===== src/rtl/ctrl_mem_load_pkg.sv =====
// Shared types and sizing for the convolution controller blocks.
// The loader FSM state type lives here so the output controller can decode it as well.
package conv_pkg;

    typedef enum logic {
        LOAD = 1'b0,
        CONV = 1'b1
    } load_state_t;

    localparam int CONV_X_MEM_SIZE       = 8;
    localparam int CONV_F_MEM_SIZE       = 4;
    localparam int CONV_X_MEM_ADDR_WIDTH = 3;
    localparam int CONV_F_MEM_ADDR_WIDTH = 2;
    localparam int CONV_DATA_WIDTH       = 8;

endpackage


===== src/rtl/ctrl_mem_load_addr_counter.sv =====
// Wrapping memory address counter with clear, parallel load and increment.
// Priority is clr > load > incr; wrap is by compare so any SIZE works.
module addr_counter #(
    parameter int SIZE  = 8,
    parameter int WIDTH = 3
) (
    input  logic             clk,
    input  logic             reset,
    input  logic             clr,
    input  logic             load,
    input  logic [WIDTH-1:0] load_val,
    input  logic             incr,
    output logic [WIDTH-1:0] cnt
);

    localparam logic [WIDTH-1:0] LAST = WIDTH'(SIZE - 1);

    logic [WIDTH-1:0] cnt_q;
    logic [WIDTH-1:0] cnt_d;

    always_comb begin
        cnt_d = cnt_q;
        if (clr) begin
            cnt_d = '0;
        end else if (load) begin
            cnt_d = load_val;
        end else if (incr) begin
            cnt_d = (cnt_q == LAST) ? '0 : cnt_q + 1'b1;
        end
    end

    always_ff @(posedge clk) begin
        if (reset) begin
            cnt_q <= '0;
        end else begin
            cnt_q <= cnt_d;
        end
    end

    assign cnt = cnt_q;

endmodule


===== src/rtl/ctrl_mem_load.sv =====
// Loads X and F sample streams into their memories, then hands both address counters
// to conv control until conv_done returns the block to loading.
module ctrl_mem_load
    import conv_pkg::*;
#(
    parameter int X_MEM_SIZE       = CONV_X_MEM_SIZE,
    parameter int F_MEM_SIZE       = CONV_F_MEM_SIZE,
    parameter int X_MEM_ADDR_WIDTH = CONV_X_MEM_ADDR_WIDTH,
    parameter int F_MEM_ADDR_WIDTH = CONV_F_MEM_ADDR_WIDTH,
    parameter int DATA_WIDTH       = CONV_DATA_WIDTH
) (
    input  logic                        clk,
    input  logic                        reset,

    input  logic                        s_valid_x,
    output logic                        s_ready_x,
    input  logic [DATA_WIDTH-1:0]       s_data_x,
    input  logic                        s_valid_f,
    output logic                        s_ready_f,
    input  logic [DATA_WIDTH-1:0]       s_data_f,

    output logic                        xmem_wr_en,
    output logic [DATA_WIDTH-1:0]       xmem_wdata,
    output logic [X_MEM_ADDR_WIDTH-1:0] xmem_addr,
    output logic                        fmem_wr_en,
    output logic [DATA_WIDTH-1:0]       fmem_wdata,
    output logic [F_MEM_ADDR_WIDTH-1:0] fmem_addr,

    input  logic                        load_xaddr,
    input  logic [X_MEM_ADDR_WIDTH-1:0] load_xaddr_val,
    input  logic                        en_xaddr_incr,
    input  logic                        en_faddr_incr,
    input  logic                        conv_done,
    output logic                        conv_start
);

    localparam logic [X_MEM_ADDR_WIDTH-1:0] X_LAST = X_MEM_ADDR_WIDTH'(X_MEM_SIZE - 1);
    localparam logic [F_MEM_ADDR_WIDTH-1:0] F_LAST = F_MEM_ADDR_WIDTH'(F_MEM_SIZE - 1);

    load_state_t state_q;
    load_state_t state_d;
    logic        x_full_q;
    logic        x_full_d;
    logic        f_full_q;
    logic        f_full_d;
    logic        conv_start_q;
    logic        conv_start_d;

    logic        in_load;
    logic        in_conv;
    logic        conv_clr;
    logic        x_incr;
    logic        f_incr;

    assign in_load = (state_q == LOAD);
    assign in_conv = (state_q == CONV);

    // Ready depends only on registered state so upstream never sees a valid->ready loop.
    assign s_ready_x  = in_load & ~x_full_q;
    assign s_ready_f  = in_load & ~f_full_q;
    assign xmem_wr_en = s_valid_x & s_ready_x;
    assign fmem_wr_en = s_valid_f & s_ready_f;
    assign xmem_wdata = s_data_x;
    assign fmem_wdata = s_data_f;

    // Counters advance on accepted beats while loading and on conv control strobes
    // while convolving; conv control strobes are ignored during LOAD.
    assign conv_clr = in_conv & conv_done;
    assign x_incr   = in_conv ? en_xaddr_incr : xmem_wr_en;
    assign f_incr   = in_conv ? en_faddr_incr : fmem_wr_en;

    addr_counter #(
        .SIZE  (X_MEM_SIZE),
        .WIDTH (X_MEM_ADDR_WIDTH)
    ) u_xaddr (
        .clk      (clk),
        .reset    (reset),
        .clr      (conv_clr),
        .load     (in_conv & load_xaddr),
        .load_val (load_xaddr_val),
        .incr     (x_incr),
        .cnt      (xmem_addr)
    );

    addr_counter #(
        .SIZE  (F_MEM_SIZE),
        .WIDTH (F_MEM_ADDR_WIDTH)
    ) u_faddr (
        .clk      (clk),
        .reset    (reset),
        .clr      (conv_clr),
        .load     (1'b0),
        .load_val ('0),
        .incr     (f_incr),
        .cnt      (fmem_addr)
    );

    always_comb begin
        state_d  = state_q;
        x_full_d = x_full_q;
        f_full_d = f_full_q;
        unique case (state_q)
            LOAD: begin
                if (x_full_q && f_full_q) begin
                    state_d = CONV;
                end
                if (xmem_wr_en && (xmem_addr == X_LAST)) begin
                    x_full_d = 1'b1;
                end
                if (fmem_wr_en && (fmem_addr == F_LAST)) begin
                    f_full_d = 1'b1;
                end
            end
            CONV: begin
                if (conv_done) begin
                    state_d  = LOAD;
                    x_full_d = 1'b0;
                    f_full_d = 1'b0;
                end
            end
            default: state_d = LOAD;
        endcase
        conv_start_d = (state_d == CONV);
    end

    always_ff @(posedge clk) begin
        if (reset) begin
            state_q      <= LOAD;
            x_full_q     <= 1'b0;
            f_full_q     <= 1'b0;
            conv_start_q <= 1'b0;
        end else begin
            state_q      <= state_d;
            x_full_q     <= x_full_d;
            f_full_q     <= f_full_d;
            conv_start_q <= conv_start_d;
        end
    end

    assign conv_start = conv_start_q;

endmodule


===== config.mk =====
export PLATFORM = sky130hd
export DESIGN_NAME = ctrl_mem_load
export DESIGN_NICKNAME = d
export VERILOG_FILES = /design/src/rtl/ctrl_mem_load_pkg.sv /design/src/rtl/ctrl_mem_load_addr_counter.sv /design/src/rtl/ctrl_mem_load.sv
export SDC_FILE = /design/constraint.sdc
export NUM_CORES = 1
export LEC_CHECK = 0
export CAP_MARGIN = 20
export CORE_MARGIN = 2
export CORE_UTILIZATION = 30
export DETAILED_ROUTE_END_ITERATION = 10
export PLACE_DENSITY = 0.91
export SLEW_MARGIN = 15
export SYNTH_ARGS = -nofsm -noshare
export SYNTH_HDL_FRONTEND = slang
export SYNTH_SLANG_ARGS = --single-unit

===== constraint.sdc =====
create_clock -name clk -period 1.55 [get_ports clk]
set_input_delay 0.465 -clock clk [delete_from_list [all_inputs] [get_ports clk]]
set_output_delay 0.465 -clock clk [all_outputs]
set_load 0.01 [all_outputs]

### Word level (Yosys, flattened, before mapping)

Index checks and enable logic that the tools add are counted.

| operators by class | value |
|---|---|
| $add $sub $neg | 2 |
| $mul | 0 |
| divide/modulo/power cells | 0 |
| $lt $le $gt $ge | 0 |
| equal/unequal tests | 5 |
| shift operators | 0 |
| muxes and demuxes | 14 |
| bitwise operators | 9 |
| reduce and logical (&&, ||, !) cells | 7 |

Operators with widths:

| kind | number |
|---|---|
| two-way mux 3 bit | 3 |
| two-way mux 1 bit | 7 |
| AND 1 bit | 6 |
| case mux 1 bit (2 select lines) | 3 |
| inequality test 2 x 1 -> 1 bit (second input constant) | 2 |
| AND reduction 2 bit | 2 |
| adder 3 x 1 -> 3 bit (second input constant) | 1 |
| equality test 3 bit (second input constant) | 1 |
| logical AND 1 bit | 3 |
| inverter 1 bit | 3 |
| adder 2 x 1 -> 2 bit (second input constant) | 1 |
| equality test 2 bit (second input constant) | 1 |
| two-way mux 2 bit | 1 |
| inequality test 2 bit (second input constant) | 1 |
| nonzero test 2 bit | 1 |
| OR reduction 2 bit | 1 |

| word-level totals | value |
|---|---|
| flip-flop bits (word level) | 8 |
| bits in latches | 0 |
| RAM bits | 0 |
| bits in read-only memories | 0 |
| output and inout port bits | 26 |
| word-level logic and storage cells | 42 |
| memories kept | 0 |

### Longest topological paths before layout

| logic depth | value |
|---|---|
| depth in word-level cells | 6 |
| mapped depth | 5 |
| depth with buffers taken out | 5 |

### By module

Synthesis repeated with hierarchy kept, for this count alone.

| unflattened totals | value |
|---|---|
| cells, all modules | 63 |
| area total of the unflattened synthesis | 598.1 um2 |

By module, submodules not included:

| module | instances | cells an instance | area an instance (um2) | seq. area each (um2) |
|---|---|---|---|---|
| ctrl_mem_load | 1 | 35 | 300.3 | 60.1 |
| addr_counter at u_xaddr | 1 | 17 | 178.9 | 60.1 |
| addr_counter at u_faddr | 1 | 11 | 118.9 | 40.0 |

### Worst setup path after synthesis

Ideal clock, no wire load.

| path | value |
|---|---|
| path type | reg-to-output |
| start | register conv_start (netlist name) |
| end | output port xmem_wr_en |
| arrival | 1.003 ns |
| setup slack | 0.082 ns |
| stages on the path, launching flop included | 4 |
| buffers on the path | 1 |
| cells stage by stage | dfxtp_1 -> buf_2 -> nor2_1 -> and2_1 |

RTL lines:

| item | RTL line | text |
|---|---|---|
| end, declared | ctrl_mem_load.sv:22 | `output logic xmem_wr_en,` |

### Final worst setup path

| path | value |
|---|---|
| start | input port en_xaddr_incr |
| end | register u_xaddr.cnt_q[2] (netlist: u_xaddr.cnt[2]) |

| between the ends | value |
|---|---|
| longest elaborated chain between the ends | 2 |

RTL lines:

| item | RTL line | text |
|---|---|---|
| start, declared | ctrl_mem_load.sv:31 | `input logic en_xaddr_incr,` |
| two-way mux 1 bit | ctrl_mem_load.sv:69 | `assign x_incr = in_conv ? en_xaddr_incr : xmem_wr_en;` |
| nonzero test 2 bit (no source line) | - |  |
| end signal, assigned | ctrl_mem_load_addr_counter.sv:36 | `cnt_q <= cnt_d;` |
| end, declared | ctrl_mem_load_addr_counter.sv:18 | `logic [WIDTH-1:0] cnt_q;` |

No other way between the ends.
A chain may end at the register's enable or synchronous reset.

==> flow_summary_export.csv <==
group,metric,value,unit
worst_setup_path,cp_max_fo,4,
placement,place.gp.congestion,0.850,
clock_network,cts_tree,"done",
floorplan,initial_utilization,0.325,
worst_setup_path,crit_chain,"clkdlybuf4s50_1 -> or4b_1 -> o311ai_1 -> a21oi_1",
floorplan,die_area,0.00228,mm2
worst_setup_path,slowest_delay,520,ps
grt,grt_max_degree,11,
synth,avgSynthCellArea,8.82,um2
floorplan,die_x,47.7,um
layout,drive_gt1_frac,0.357,
synth,synth_area_leaders,"dfxtp_1 28%, buf_4 21%, mux2i_1 8.7%",
layout,num-nets-final,116,
power,powerDensity,648,mW/mm2
floorplan,row_count,15,
grt,grtUsageTotal,0.136,
synth,ys_seq_elements,8,
placement,pre_cts_ws,-740,ps
grt,use_met3,0.0604,
sta,max_slew_margin,0.802,
flow_run,max_cap_viol_count,0,
clock_network,hold_buffers,0,
grt,first_global_vias,506,
drt,avgViaCountPerCell,4.83,
worst_setup_path,cpLargestDelayFamily,"simple AND/OR/NAND/NOR gates",
power,cellLeakagePower,0.000364,uW
worst_setup_path,cp_slowest_cell,"or4b_1",
clock_network,htreeDepth,1,
floorplan,die_h,47.7,um
clock_network,cts-root-buf,"clkbuf_4",
layout,syn2layout_area_growth,37.6,%
worst_setup_path,cp-start-kind,"primary input",
grt,grt_busiest_layer,"met2",
floorplan,fp.coreArea,0.00176,mm2
clock_network,clock_latency,260,ps
grt,antenna_found_initial,0,
sta,tightest_slew,292,ps
synth,syn_inst,65,
synth,yosys.area.top_type,"dfxtp_1",
synth,yosysSeqAreaShare,0.279,
grt,grt_overflow,0,
worst_setup_path,worst_setup_path_end_kind,"flip-flop",
layout,final_cell_mix,"13 x buf_4, 8 x clkdlybuf4s50_1, 6 x dfxtp_1, 6 x dlygate4sd2_1",
floorplan,ioPinCount,53,
sta,setup_violations,0,
sta,finalClockSkew,11.5,ps
worst_setup_path,critPathRequiredTime,1670,ps
sta,timing.final.ws_setup,30.0,ps
drt,remaining_drc_errors,0,
synth,yosysWarnings,0,
drt,vias,527,
worst_setup_path,cp.arrival,1640,ps
drt,detail_route.wl_per_cell,12.0,um
placement,port_buffers,20,
synth,synth_cell_types,19,
placement,dp_hpwl,1.06,mm
power,peakVddDrop,0.516,mV
synth,yosysTopAreaCellShare,0.279,
drt,dr.pass1.iters,2,
synth,synth_area,573,um2
worst_setup_path,worstSetupPathType,"in2reg",
power,power,511,uW
clock_network,cts_buffers,3,
synth,postSynthNetCount,95,
clock_network,clock_sinks,8,
sta,finalCritPeriodShare,0.981,
layout,antenna_cells,0,
sta,slew_violations,0,
outcome,outcome,"complete, no violations",
grt,use_met2,0.221,
clock_network,clkTransAtPathRegs,60,ps
worst_setup_path,crit_buf_inv,1,
clock_network,clk_path_buf_depth,2,
drt,ant_nets,0,
sta,period_needed,1520,ps
sta,grt_setup_unrepaired,"false",
grt,grt_pass1_wl,2.14,mm
drt,drt_iter0_drc,7,
hold_path,hold_class,"reg2reg",
sta,max_freq,658,MHz
sta,hold_violations,0,
layout,post-route-util,0.447,
layout,final_common_cell,"buf_4",
grt,grtUsageMet1,0.152,
drt,wl,1.31,mm
worst register-to-register path, cell delays in order (launching register included):
cell and delay, ps:
dfxtp_4 360, buf_4 140, buf_4 140, a21oi_2 210, buf_4 180, nor3b_1 190
repair_timing:
item,CTS,global route
setup endpoints to repair,10,3
resized for setup,28,7
pin swaps,1,0
buffers inserted,0,0
synthesized netlist by cell type:
master     n
a21oi_1    3
a21oi_2    2
a32oi_1    2
and2_1     1
buf_2      1
buf_4     16
dfxtp_1    8
ha_1       3
inv_1      1
mux2i_1    5
nand2_1    5
nand2_2    1
nand2b_1   1
nor2_1     6
nor2b_1    1
nor3b_1    2
o22a_1     1
o311ai_1   3
or4b_1     3
logic make-up (layout without fill, tap and decap cells):
kind of cell | Yosys count | count (layout) | share of synthesized area
flops | 8 | 8 | 0.279
simple gates | 20 | 20 | 0.194
compound gates | 11 | 11 | 0.148
buf+inv | 18 | 37 | 0.225
mux | 5 | 5 | 0.0873
fa+ha+maj | 3 | 3 | 0.0655
state kept, by name, indices dropped and copies added, names as in the netlist:
register and flops:
conv_start 1, u_xaddr.cnt 3, f_full_q 1, u_faddr.cnt 2, x_full_q 1
cell type report:
type | count | area (um2)
Clock buffer | 3 | 22.5
Fill cell | 178 | 976
Inverter | 1 | 3.75
Multi-Input combinational cell | 39 | 305
Sequential cell | 8 | 165
Tap cell | 25 | 31.3
Timing Repair Buffer | 33 | 260
stage by stage:
step                hold WS, ps  instance area (um2)  cells  TNS [ps]
floorplan                   476                  573     65         0
global placement            465                  777    106     -1880
detailed placement          487                  777    106     -2370
CTS                         493                  798    109         0
global route                537                  788    109         0
finish                      494                  788    109         0
where the power goes:
part           internal (uW)  total, uW  switching, uW  leakage, uW
Clock                   88.6        159           70.3    0.0000138
Combinational           71.5        124           52.2     0.000283
Sequential               217        228           11.3    0.0000669
final timing paths:
path | from | to | slack [ps] | cells after the start
max reg2reg | conv_start$_SDFF_PP0_ | conv_start$_SDFF_PP0_ | 230 | 5
max | en_xaddr_incr | u_xaddr.cnt[2]$_SDFFE_PP0P_ | 30 | 4
min | u_faddr.cnt[1]$_SDFFE_PP0P_ | u_faddr.cnt[1]$_SDFFE_PP0P_ | 490 | 2
min reg2reg | u_faddr.cnt[1]$_SDFFE_PP0P_ | u_faddr.cnt[1]$_SDFFE_PP0P_ | 490 | 2
layer usage:
layer  part of all wire  wire length [um]  vias to the layer above
li1                   -                 -                      255
met1               0.40               527                      255
met2               0.52               678                       15
met3              0.063                82                        2
met4              0.015                19                        0
met5                  0                 0                        -
(Power assumes the default switching activity.)
